===== src/rtl/controller_data_ram_mover.sv =====
// Avalon-MM block mover for the controller's dual-port data RAM.
// Copies a word range in place with memmove ordering and address wrap-around.
module controller_data_ram_mover #(
    parameter int unsigned ADDR_WIDTH = 12,
    parameter int unsigned DATA_WIDTH = 32
) (
    input  logic                  clk,
    input  logic                  reset,
    input  logic                  cmd_start,
    input  logic [ADDR_WIDTH-1:0] cmd_src,
    input  logic [ADDR_WIDTH-1:0] cmd_dst,
    input  logic [ADDR_WIDTH:0]   cmd_len,
    input  logic                  cmd_abort,
    output logic                  busy,
    output logic                  done,
    output logic                  aborted,
    output logic [ADDR_WIDTH:0]   words_done,
    output logic [ADDR_WIDTH-1:0] m_address,
    output logic                  m_chipselect,
    output logic                  m_write,
    output logic [3:0]            m_byteenable,
    output logic [DATA_WIDTH-1:0] m_writedata,
    output logic                  m_clken,
    input  logic [DATA_WIDTH-1:0] m_readdata
);

    localparam int unsigned LEN_WIDTH = ADDR_WIDTH + 1;

    typedef enum logic [1:0] {
        IDLE,
        READ,
        WRITE,
        FINISH
    } state_t;

    state_t                state;
    logic [ADDR_WIDTH-1:0] rd_ptr;
    logic [ADDR_WIDTH-1:0] wr_ptr;
    logic [LEN_WIDTH-1:0]  len_q;
    logic                  descending;

    logic [ADDR_WIDTH-1:0] fwd_dist;
    logic [ADDR_WIDTH-1:0] len_m1;
    logic                  start_desc;
    logic [ADDR_WIDTH-1:0] rd_start;
    logic [ADDR_WIDTH-1:0] wr_start;
    logic [ADDR_WIDTH-1:0] rd_step;
    logic [ADDR_WIDTH-1:0] wr_step;
    logic [LEN_WIDTH-1:0]  words_next;

    // Descend when the destination starts inside the source window, so no
    // source word is overwritten before it has been read.
    assign fwd_dist   = cmd_dst - cmd_src;
    assign start_desc = (LEN_WIDTH'(fwd_dist) < cmd_len) && (cmd_dst != cmd_src);
    assign len_m1     = ADDR_WIDTH'(cmd_len - LEN_WIDTH'(1));
    assign rd_start   = start_desc ? cmd_src + len_m1 : cmd_src;
    assign wr_start   = start_desc ? cmd_dst + len_m1 : cmd_dst;

    assign rd_step    = descending ? rd_ptr - ADDR_WIDTH'(1) : rd_ptr + ADDR_WIDTH'(1);
    assign wr_step    = descending ? wr_ptr - ADDR_WIDTH'(1) : wr_ptr + ADDR_WIDTH'(1);
    assign words_next = words_done + LEN_WIDTH'(1);

    // Read data flows straight to the write port in the cycle after its read.
    assign m_writedata  = (state == WRITE) ? m_readdata : '0;
    assign m_byteenable = {4{m_chipselect}};
    assign m_clken      = 1'b1;

    // Sequencer; bus strobes and address are registered alongside the state.
    always_ff @(posedge clk) begin
        if (reset) begin
            state        <= IDLE;
            rd_ptr       <= '0;
            wr_ptr       <= '0;
            len_q        <= '0;
            descending   <= 1'b0;
            busy         <= 1'b0;
            done         <= 1'b0;
            aborted      <= 1'b0;
            words_done   <= '0;
            m_address    <= '0;
            m_chipselect <= 1'b0;
            m_write      <= 1'b0;
        end else begin
            case (state)
                IDLE: begin
                    if (cmd_start) begin
                        len_q      <= cmd_len;
                        descending <= start_desc;
                        rd_ptr     <= rd_start;
                        wr_ptr     <= wr_start;
                        words_done <= '0;
                        aborted    <= 1'b0;
                        busy       <= 1'b1;
                        if (cmd_len == '0) begin
                            state <= FINISH;
                            done  <= 1'b1;
                        end else begin
                            state        <= READ;
                            m_chipselect <= 1'b1;
                            m_write      <= 1'b0;
                            m_address    <= rd_start;
                        end
                    end
                end
                READ: begin
                    if (cmd_abort) begin
                        state        <= FINISH;
                        aborted      <= 1'b1;
                        done         <= 1'b1;
                        m_chipselect <= 1'b0;
                        m_write      <= 1'b0;
                        m_address    <= '0;
                    end else begin
                        state     <= WRITE;
                        m_write   <= 1'b1;
                        m_address <= wr_ptr;
                    end
                end
                WRITE: begin
                    words_done <= words_next;
                    rd_ptr     <= rd_step;
                    wr_ptr     <= wr_step;
                    if (cmd_abort || (words_next == len_q)) begin
                        state        <= FINISH;
                        aborted      <= cmd_abort;
                        done         <= 1'b1;
                        m_chipselect <= 1'b0;
                        m_write      <= 1'b0;
                        m_address    <= '0;
                    end else begin
                        state     <= READ;
                        m_write   <= 1'b0;
                        m_address <= rd_step;
                    end
                end
                FINISH: begin
                    state <= IDLE;
                    done  <= 1'b0;
                    busy  <= 1'b0;
                end
                default: begin
                    state <= IDLE;
                end
            endcase
        end
    end

endmodule


===== config.mk =====
export PLATFORM = sky130hd
export DESIGN_NAME = controller_data_ram_mover
export DESIGN_NICKNAME = d
export VERILOG_FILES = /design/src/rtl/controller_data_ram_mover.sv
export SDC_FILE = /design/constraint.sdc
export NUM_CORES = 1
export LEC_CHECK = 0
export CORE_ASPECT_RATIO = 0.9
export CORE_MARGIN = 3
export CORE_UTILIZATION = 45
export DETAILED_ROUTE_END_ITERATION = 10
export PLACE_DENSITY = 0.7
export RECOVER_POWER = 25
export SLEW_MARGIN = 40
export SYNTH_ARGS = -nofsm -noshare
export SYNTH_HDL_FRONTEND = slang
export SYNTH_SLANG_ARGS = --single-unit
export TNS_END_PERCENT = 50

===== constraint.sdc =====
create_clock -name clk -period 6.5 [get_ports clk]
set_clock_uncertainty 0.05 [all_clocks]
set_input_delay 0.65 -clock clk [delete_from_list [all_inputs] [get_ports clk]]
set_output_delay 0.65 -clock clk [all_outputs]
set_load 0.05 [all_outputs]

==> out/metrics.yaml, run 1 <==
run_status:
  run_status: "finished clean"
synth:
  yosys.area_share.adder_pct: 14.4
  synthSimpleGateAreaFrac_pct: 21.9
  synthCells: 890
  ys_ff_latch: 70
  async_flop_share_pct: 0
  muxShareOfSynthArea_pct: 3.05
  avgSynthCellArea_um2: 7.60
  synth_compound_area_share_pct: 25.2
  synth_nets: 1038
  ys.flop_type: "dfxtp_1"
  synth_edf_count: 0
  syn-cell-area_mm2: 0.00677
  ys.warnings.count: 0
  synth_top_family_by_area: "compound AO/OA/AOI/OAI gates"
  synth-xor-area-share_pct: 9.19
  yosys.cell_types.count: 64
  ys_seq_area_share_pct: 20.7
cts:
  clk_root_buffer_cell: "clkbuf_16"
  cts_resized: 0
  hold_buffers: 0
  cts_tree: "yes"
  clkSlewWorstSetupHoldPaths_ns: 0.06
  clk_path_buf_depth: 2
  numCtsBuffers: 9
  htree_levels: 3
  clk_latency_ns: 0.33
  post-cts-setup-buffer-count: 0
  cts.sinks: 70
place:
  dp_hpwl_mm: 15.9
  pre_cts_slack_ns: 1.29
  place_congestion: 0.870
  portBuffers: 138
setup_path:
  path_cells: "clkdlybuf4s50_1 -> ha_1 -> inv_1 -> fa_1 -> nand2_1 -> nand2_1 -> a21oi_1 -> o21bai_1 -> a21oi_1 -> o21bai_1 -> a21oi_1 -> o311ai_0 -> ha_1 -> a21o_1 -> a21oi_1 -> o32ai_1 -> or2_2 -> o21a_1 -> or3_1 -> a41o_1"
  crit_path_frequent_cell: "a21oi_1"
  critical_path.max_stage_delay_ns: 0.51
  worstSetupEndpointType: "flip-flop"
  slowest_stage: "clkdlybuf4s50_1"
  crit_path_start_kind: "input port"
  crit_arrival_ns: 5.13
  reg2reg_to: "done"
  required_ns: 6.67
  rr_startpoint: "words_done[0]"
  crit_type: "in -> reg"
  cp_top_family: "compound AO/OA/AOI/OAI gates"
  cp_max_fo: 9
  reg2reg_depth: 9
  critical_path_buf_inv_count: 2
  reg2reg_setup_slack_ns: 3.20
worst_hold_path:
  holdPathEnd: "m_write"
  hold_path_class: "reg -> reg"
  min_from: "m_write"
  hold_depth: 2
grt:
  antenna_found_initial: 0
  grt_usage_pct: 24.8
  grt_max_degree: 68
  overflow: 0
  grt_pass1_wl_mm: 33.2
  grt_pass1_vias: 6332
finish:
  nNetsFinal: 1148
  areaGrowthSynthToFinish_pct: 26.0
  regArea_mm2: 0.00140
  n_antenna_cell: 0
  mostFrequentLayoutCells: "clkdlybuf4s50_1 (117), nand2_1 (89), a21oi_1 (75)"
  fin_util_pct: 59.4
  multi_input_area_mm2: 0.00500
  fillers: 1346
  layout_commonest_cell: "clkdlybuf4s50_1"
  drive_gt1_share_pct: 4.48
timing:
  final_max_slew_viol_count: 0
  setup_ws_ns: 1.54
  setup_violations: 0
  final.setup.tns_ns: 0
  worst_pin_slew_ns: 0.793
  fmax_ghz: 0.202
  hold_violations: 0
  fin_crit_ns: 4.96
  rsz0062_at_grt: "false"
  max-slew-margin-rel_pct: 47.0
  fin_crit_sh_pct: 76.3
floorplan:
  start_util_pct: 47.1
  dieHeight_um: 122
  die_w_um: 135
  placementRows: 41
  num_io_pins: 140
  dieArea_mm2: 0.0165
  core_area_mm2: 0.0144
route:
  drt_iter0_markers: 471
  wire_per_inst_um: 17.3
  drc: 0
  wirelength_mm: 20.7
  first_pass_iters: 5
  vias_per_cell: 5.75
  ant_nets: 0
  vias: 6879
power:
  power.density_mw_per_mm2: 366
  peakVddDrop_mv: 0.241
  p_leak_nw: 3.57
job:
  max_cap_viol_count: 0
[how the worst max path moves through the flow]
stage	slack [ns]	startpoint	cells past startpoint	to
after floorplan	2.04	cmd_dst[0]	21	rd_ptr[8]
after global placement	1.39	cmd_src[0]	20	m_address[11]
after detailed placement	1.29	cmd_src[0]	20	m_address[11]
after CTS	1.61	cmd_src[0]	20	m_address[11]
after global routing	1.24	cmd_src[1]	18	m_address[11]
final	1.54	cmd_src[0]	20	m_address[11]
[Yosys cell counts, drive strengths merged, types with 10 or more instances]
library cell	instances	area, um2
nand2	89	334
a21oi	75	375
dfxtp	70	1400
ha	70	876
nor2	68	255
o21ai	52	260
xnor2	49	429
inv	46	173
clkbuf	37	139
and2	34	213
nor3	32	171
a211oi	24	185
xor2	22	193
nand3	17	97.6
mux2i	15	150
a221oi	13	114
o211ai	11	82.6
a21o	10	75.1
and3	10	62.6
buf	10	62.6
[tightest hold or removal path: cells and delay by family (launching register included)]
| family | cells | cell delay [ns] |
|---|---|---|
| DFF | 1 | 0.30 |
| AOI/OAI and AO/OA | 1 | 0.05 |
| and+or+nand+nor | 1 | 0.05 |
[cell families after synthesis]
group	count (synthesis)
other	1
adders and majority gates	75
and+or+nand+nor	302
xor gates and xnor gates	71
buffers and inverters	93
DFF	70
muxes	20
AOI/OAI and AO/OA	258
[area by class of cell]
class	count	area share, %
clock buffers	11	2.96
clock inverters	4	0.264
inverters	46	2.02
multi-input cells	727	58.6
flip-flops and latches	70	16.4
well taps	193	2.83
repair buffers	146	16.9
[flip-flops by register name, summed over array words and instances (netlist names)]
register      count
len_q            13
state             2
words_done       13
m_write           1
aborted           1
descending        1
m_chipselect      1
wr_ptr           12
rd_ptr           12
busy              1
m_address        12
done              1
[where the power goes]
part / total (W) / switching (W) / internal, W
combinational: 0.00201 / 0.00127 / 0.000740
sequential: 0.000659 / 0.000102 / 0.000557
clock: 0.000460 / 0.000185 / 0.000275
total: 0.00313 / 0.00155 / 0.00157
[stage by stage]
| step | power (W) | cell area (um2) | hold WS (ns) | std cells |
|---|---|---|---|---|
| after floorplan | 0.00212 | 6770 | 0.398 | 890 |
| after global placement | 0.00266 | 8250 | 0.394 | 1182 |
| after detailed placement | 0.00267 | 8260 | 0.401 | 1182 |
| after CTS | 0.00314 | 8530 | 0.409 | 1197 |
| after global routing | 0.00335 | 8530 | 0.426 | 1197 |
| final | 0.00313 | 8530 | 0.402 | 1197 |
[routing by layer]
metal | vias to the layer above | wire (um) | global-route usage [%]
met5 | - | 0 | 0
met4 | 0 | 456 | 5.92
met3 | 39 | 1220 | 2.99
met2 | 217 | 9580 | 41.1
met1 | 3180 | 9480 | 34.7
li1 | 3443 | - | -
(Power assumes the default switching activity.)
==> run 2, diff against run 1 <==
==> constraint.sdc (replaced) <==
create_clock -name clk -period 4.7 [get_ports clk]
set_clock_uncertainty 0.05 [all_clocks]
set_input_delay 0.47 -clock clk [delete_from_list [all_inputs] [get_ports clk]]
set_output_delay 0.47 -clock clk [all_outputs]
set_load 0.05 [all_outputs]
==> run 2 against run 1 <==
Against the previous run:
- combinational power increased by 41%
- critical path depth is the same
- sequential share of layout area shrank 0.27 points
- global-route usage rose by 0.60 points
- utilization increased by 1.0 points
- register-to-register slack worse by 1.8 ns
- via count is 1.5% higher
- critical path type unchanged
==> out/metrics.yaml, run 2 (synthesis results as in run 1) <==
floorplan:
  placementRows: 41
  num_io_pins: 140
  core_area_mm2: 0.0144
  dieArea_mm2: 0.0165
  dieHeight_um: 122
  die_w_um: 135
  start_util_pct: 47.1
timing:
  max-slew-margin-rel_pct: 42.3
  rsz0062_at_grt: "false"
  fin_crit_ns: 4.40
  setup_violations: 0
  fmax_ghz: 0.227
  final_max_slew_viol_count: 0
  final.setup.tns_ns: 0
  worst_pin_slew_ns: 0.864
  setup_ws_ns: 0.304
  fin_crit_sh_pct: 93.5
  hold_violations: 0
place:
  place_congestion: 0.935
  portBuffers: 138
  pre_cts_slack_ns: 0.00266
  dp_hpwl_mm: 16.4
route:
  vias_per_cell: 5.73
  ant_nets: 0
  vias: 6979
  drt_iter0_markers: 511
  drc: 0
  wirelength_mm: 21.2
  wire_per_inst_um: 17.4
  first_pass_iters: 5
setup_path:
  rr_startpoint: "words_done[0]"
  cp-startpoint: "cmd_src[0]"
  crit_type: "in -> reg"
  worstSetupEndpointType: "flip-flop"
  required_ns: 4.88
  crit_path_start_kind: "input port"
  cp_max_fo: 3
  crit_arrival_ns: 4.58
cts:
  clkSlewWorstSetupHoldPaths_ns: 0.06
  hold_buffers: 0
  clk_latency_ns: 0.34
  htree_levels: 3
  cts_tree: "yes"
  numCtsBuffers: 9
  clk_path_buf_depth: 2
  cts.sinks: 70
  clk_root_buffer_cell: "clkbuf_16"
  cts_resized: 0
  post-cts-setup-buffer-count: 0
grt:
  grt_pass1_wl_mm: 33.8
  overflow: 0
  grt_max_degree: 51
  grt_pass1_vias: 6458
  grt_usage_pct: 25.4
  antenna_found_initial: 0
run_status:
  run_status: "finished clean"
finish:
  mostFrequentLayoutCells: "clkdlybuf4s50_1 (118), nand2_1 (89), a21oi_1 (75)"
  fillers: 1346
  areaGrowthSynthToFinish_pct: 28.3
  nNetsFinal: 1167
  drive_gt1_share_pct: 6.25
  n_antenna_cell: 0
  largestRegisters: "len_q x13, words_done x13"
  layout_commonest_cell: "clkdlybuf4s50_1"
job:
  max_cap_viol_count: 0
power:
  peakVddDrop_mv: 0.268
  p_leak_nw: 3.66
  power.density_mw_per_mm2: 506
worst_hold_path:
  hold_path_class: "reg -> reg"
  min_from: "m_write"
[run 2: layout make-up]
class	instances	area [um2]	share of cell area (%)
multi-input cells	727	5010	57.7
inverters	46	173	1.99
repair buffers	165	1590	18.3
clock buffers	12	246	2.84
well taps	193	241	2.78
flip-flops and latches	70	1400	16.2
clock inverters	4	22.5	0.259
[run 2: where the power goes]
part | total (W) | switching, W | internal (W) | leakage, nW
combinational | 0.00283 | 0.00175 | 0.00108 | 2.95
clock | 0.000634 | 0.000265 | 0.000369 | 0.132
sequential | 0.000930 | 0.000160 | 0.000771 | 0.575
total | 0.00439 | 0.00218 | 0.00222 | 3.66
[run 2: per-stage QoR]
stage               instances  total power [W]  hold WS [ns]  utilization, %  area (um2)
finish                   1217          0.00439         0.398            60.4        8680
global route             1217          0.00469         0.429            60.4        8680
global placement         1201          0.00373         0.394            58.5        8410
detailed placement       1201          0.00375         0.396            58.5        8410
floorplan                 890          0.00293         0.398               -        6770
CTS                      1217          0.00440         0.405            60.4        8680
[run 2: worst max-delay path, cell delays in order]
cell             delay [ns]
clkdlybuf4s50_1        0.48
ha_1                   0.18
inv_1                  0.05
fa_1                   0.39
nand2_1                0.08
nand2_1                0.05
a21oi_1                0.19
o21bai_1               0.08
a21oi_1                0.20
o21bai_1               0.11
a211o_1                0.29
o311ai_0               0.12
ha_1                   0.32
a21o_1                 0.16
a21oi_1                0.14
o32ai_1                0.14
or2_2                  0.34
o21a_1                 0.20
or3_1                  0.35
a41o_1                 0.23
[run 2: path summary, 6_finish.rpt]
| kind | endpoint | slack [ns] | cells past startpoint |
|---|---|---|---|
| min | m_write | 0.40 | 2 |
| max | m_address[11] | 0.30 | 20 |
| max reg2reg | m_address[11] | 1.40 | 9 |
| min reg2reg | m_write | 0.40 | 2 |
[run 2: metal layers]
layer  routed length (um)  vias to the layer above  global-route usage [%]
li1                     -                     3495                       -
met1                 9850                     3230                    34.9
met2                 9790                      221                    42.2
met3                 1150                       33                    4.02
met4                  422                        0                    5.92
met5                    0                        -                       0
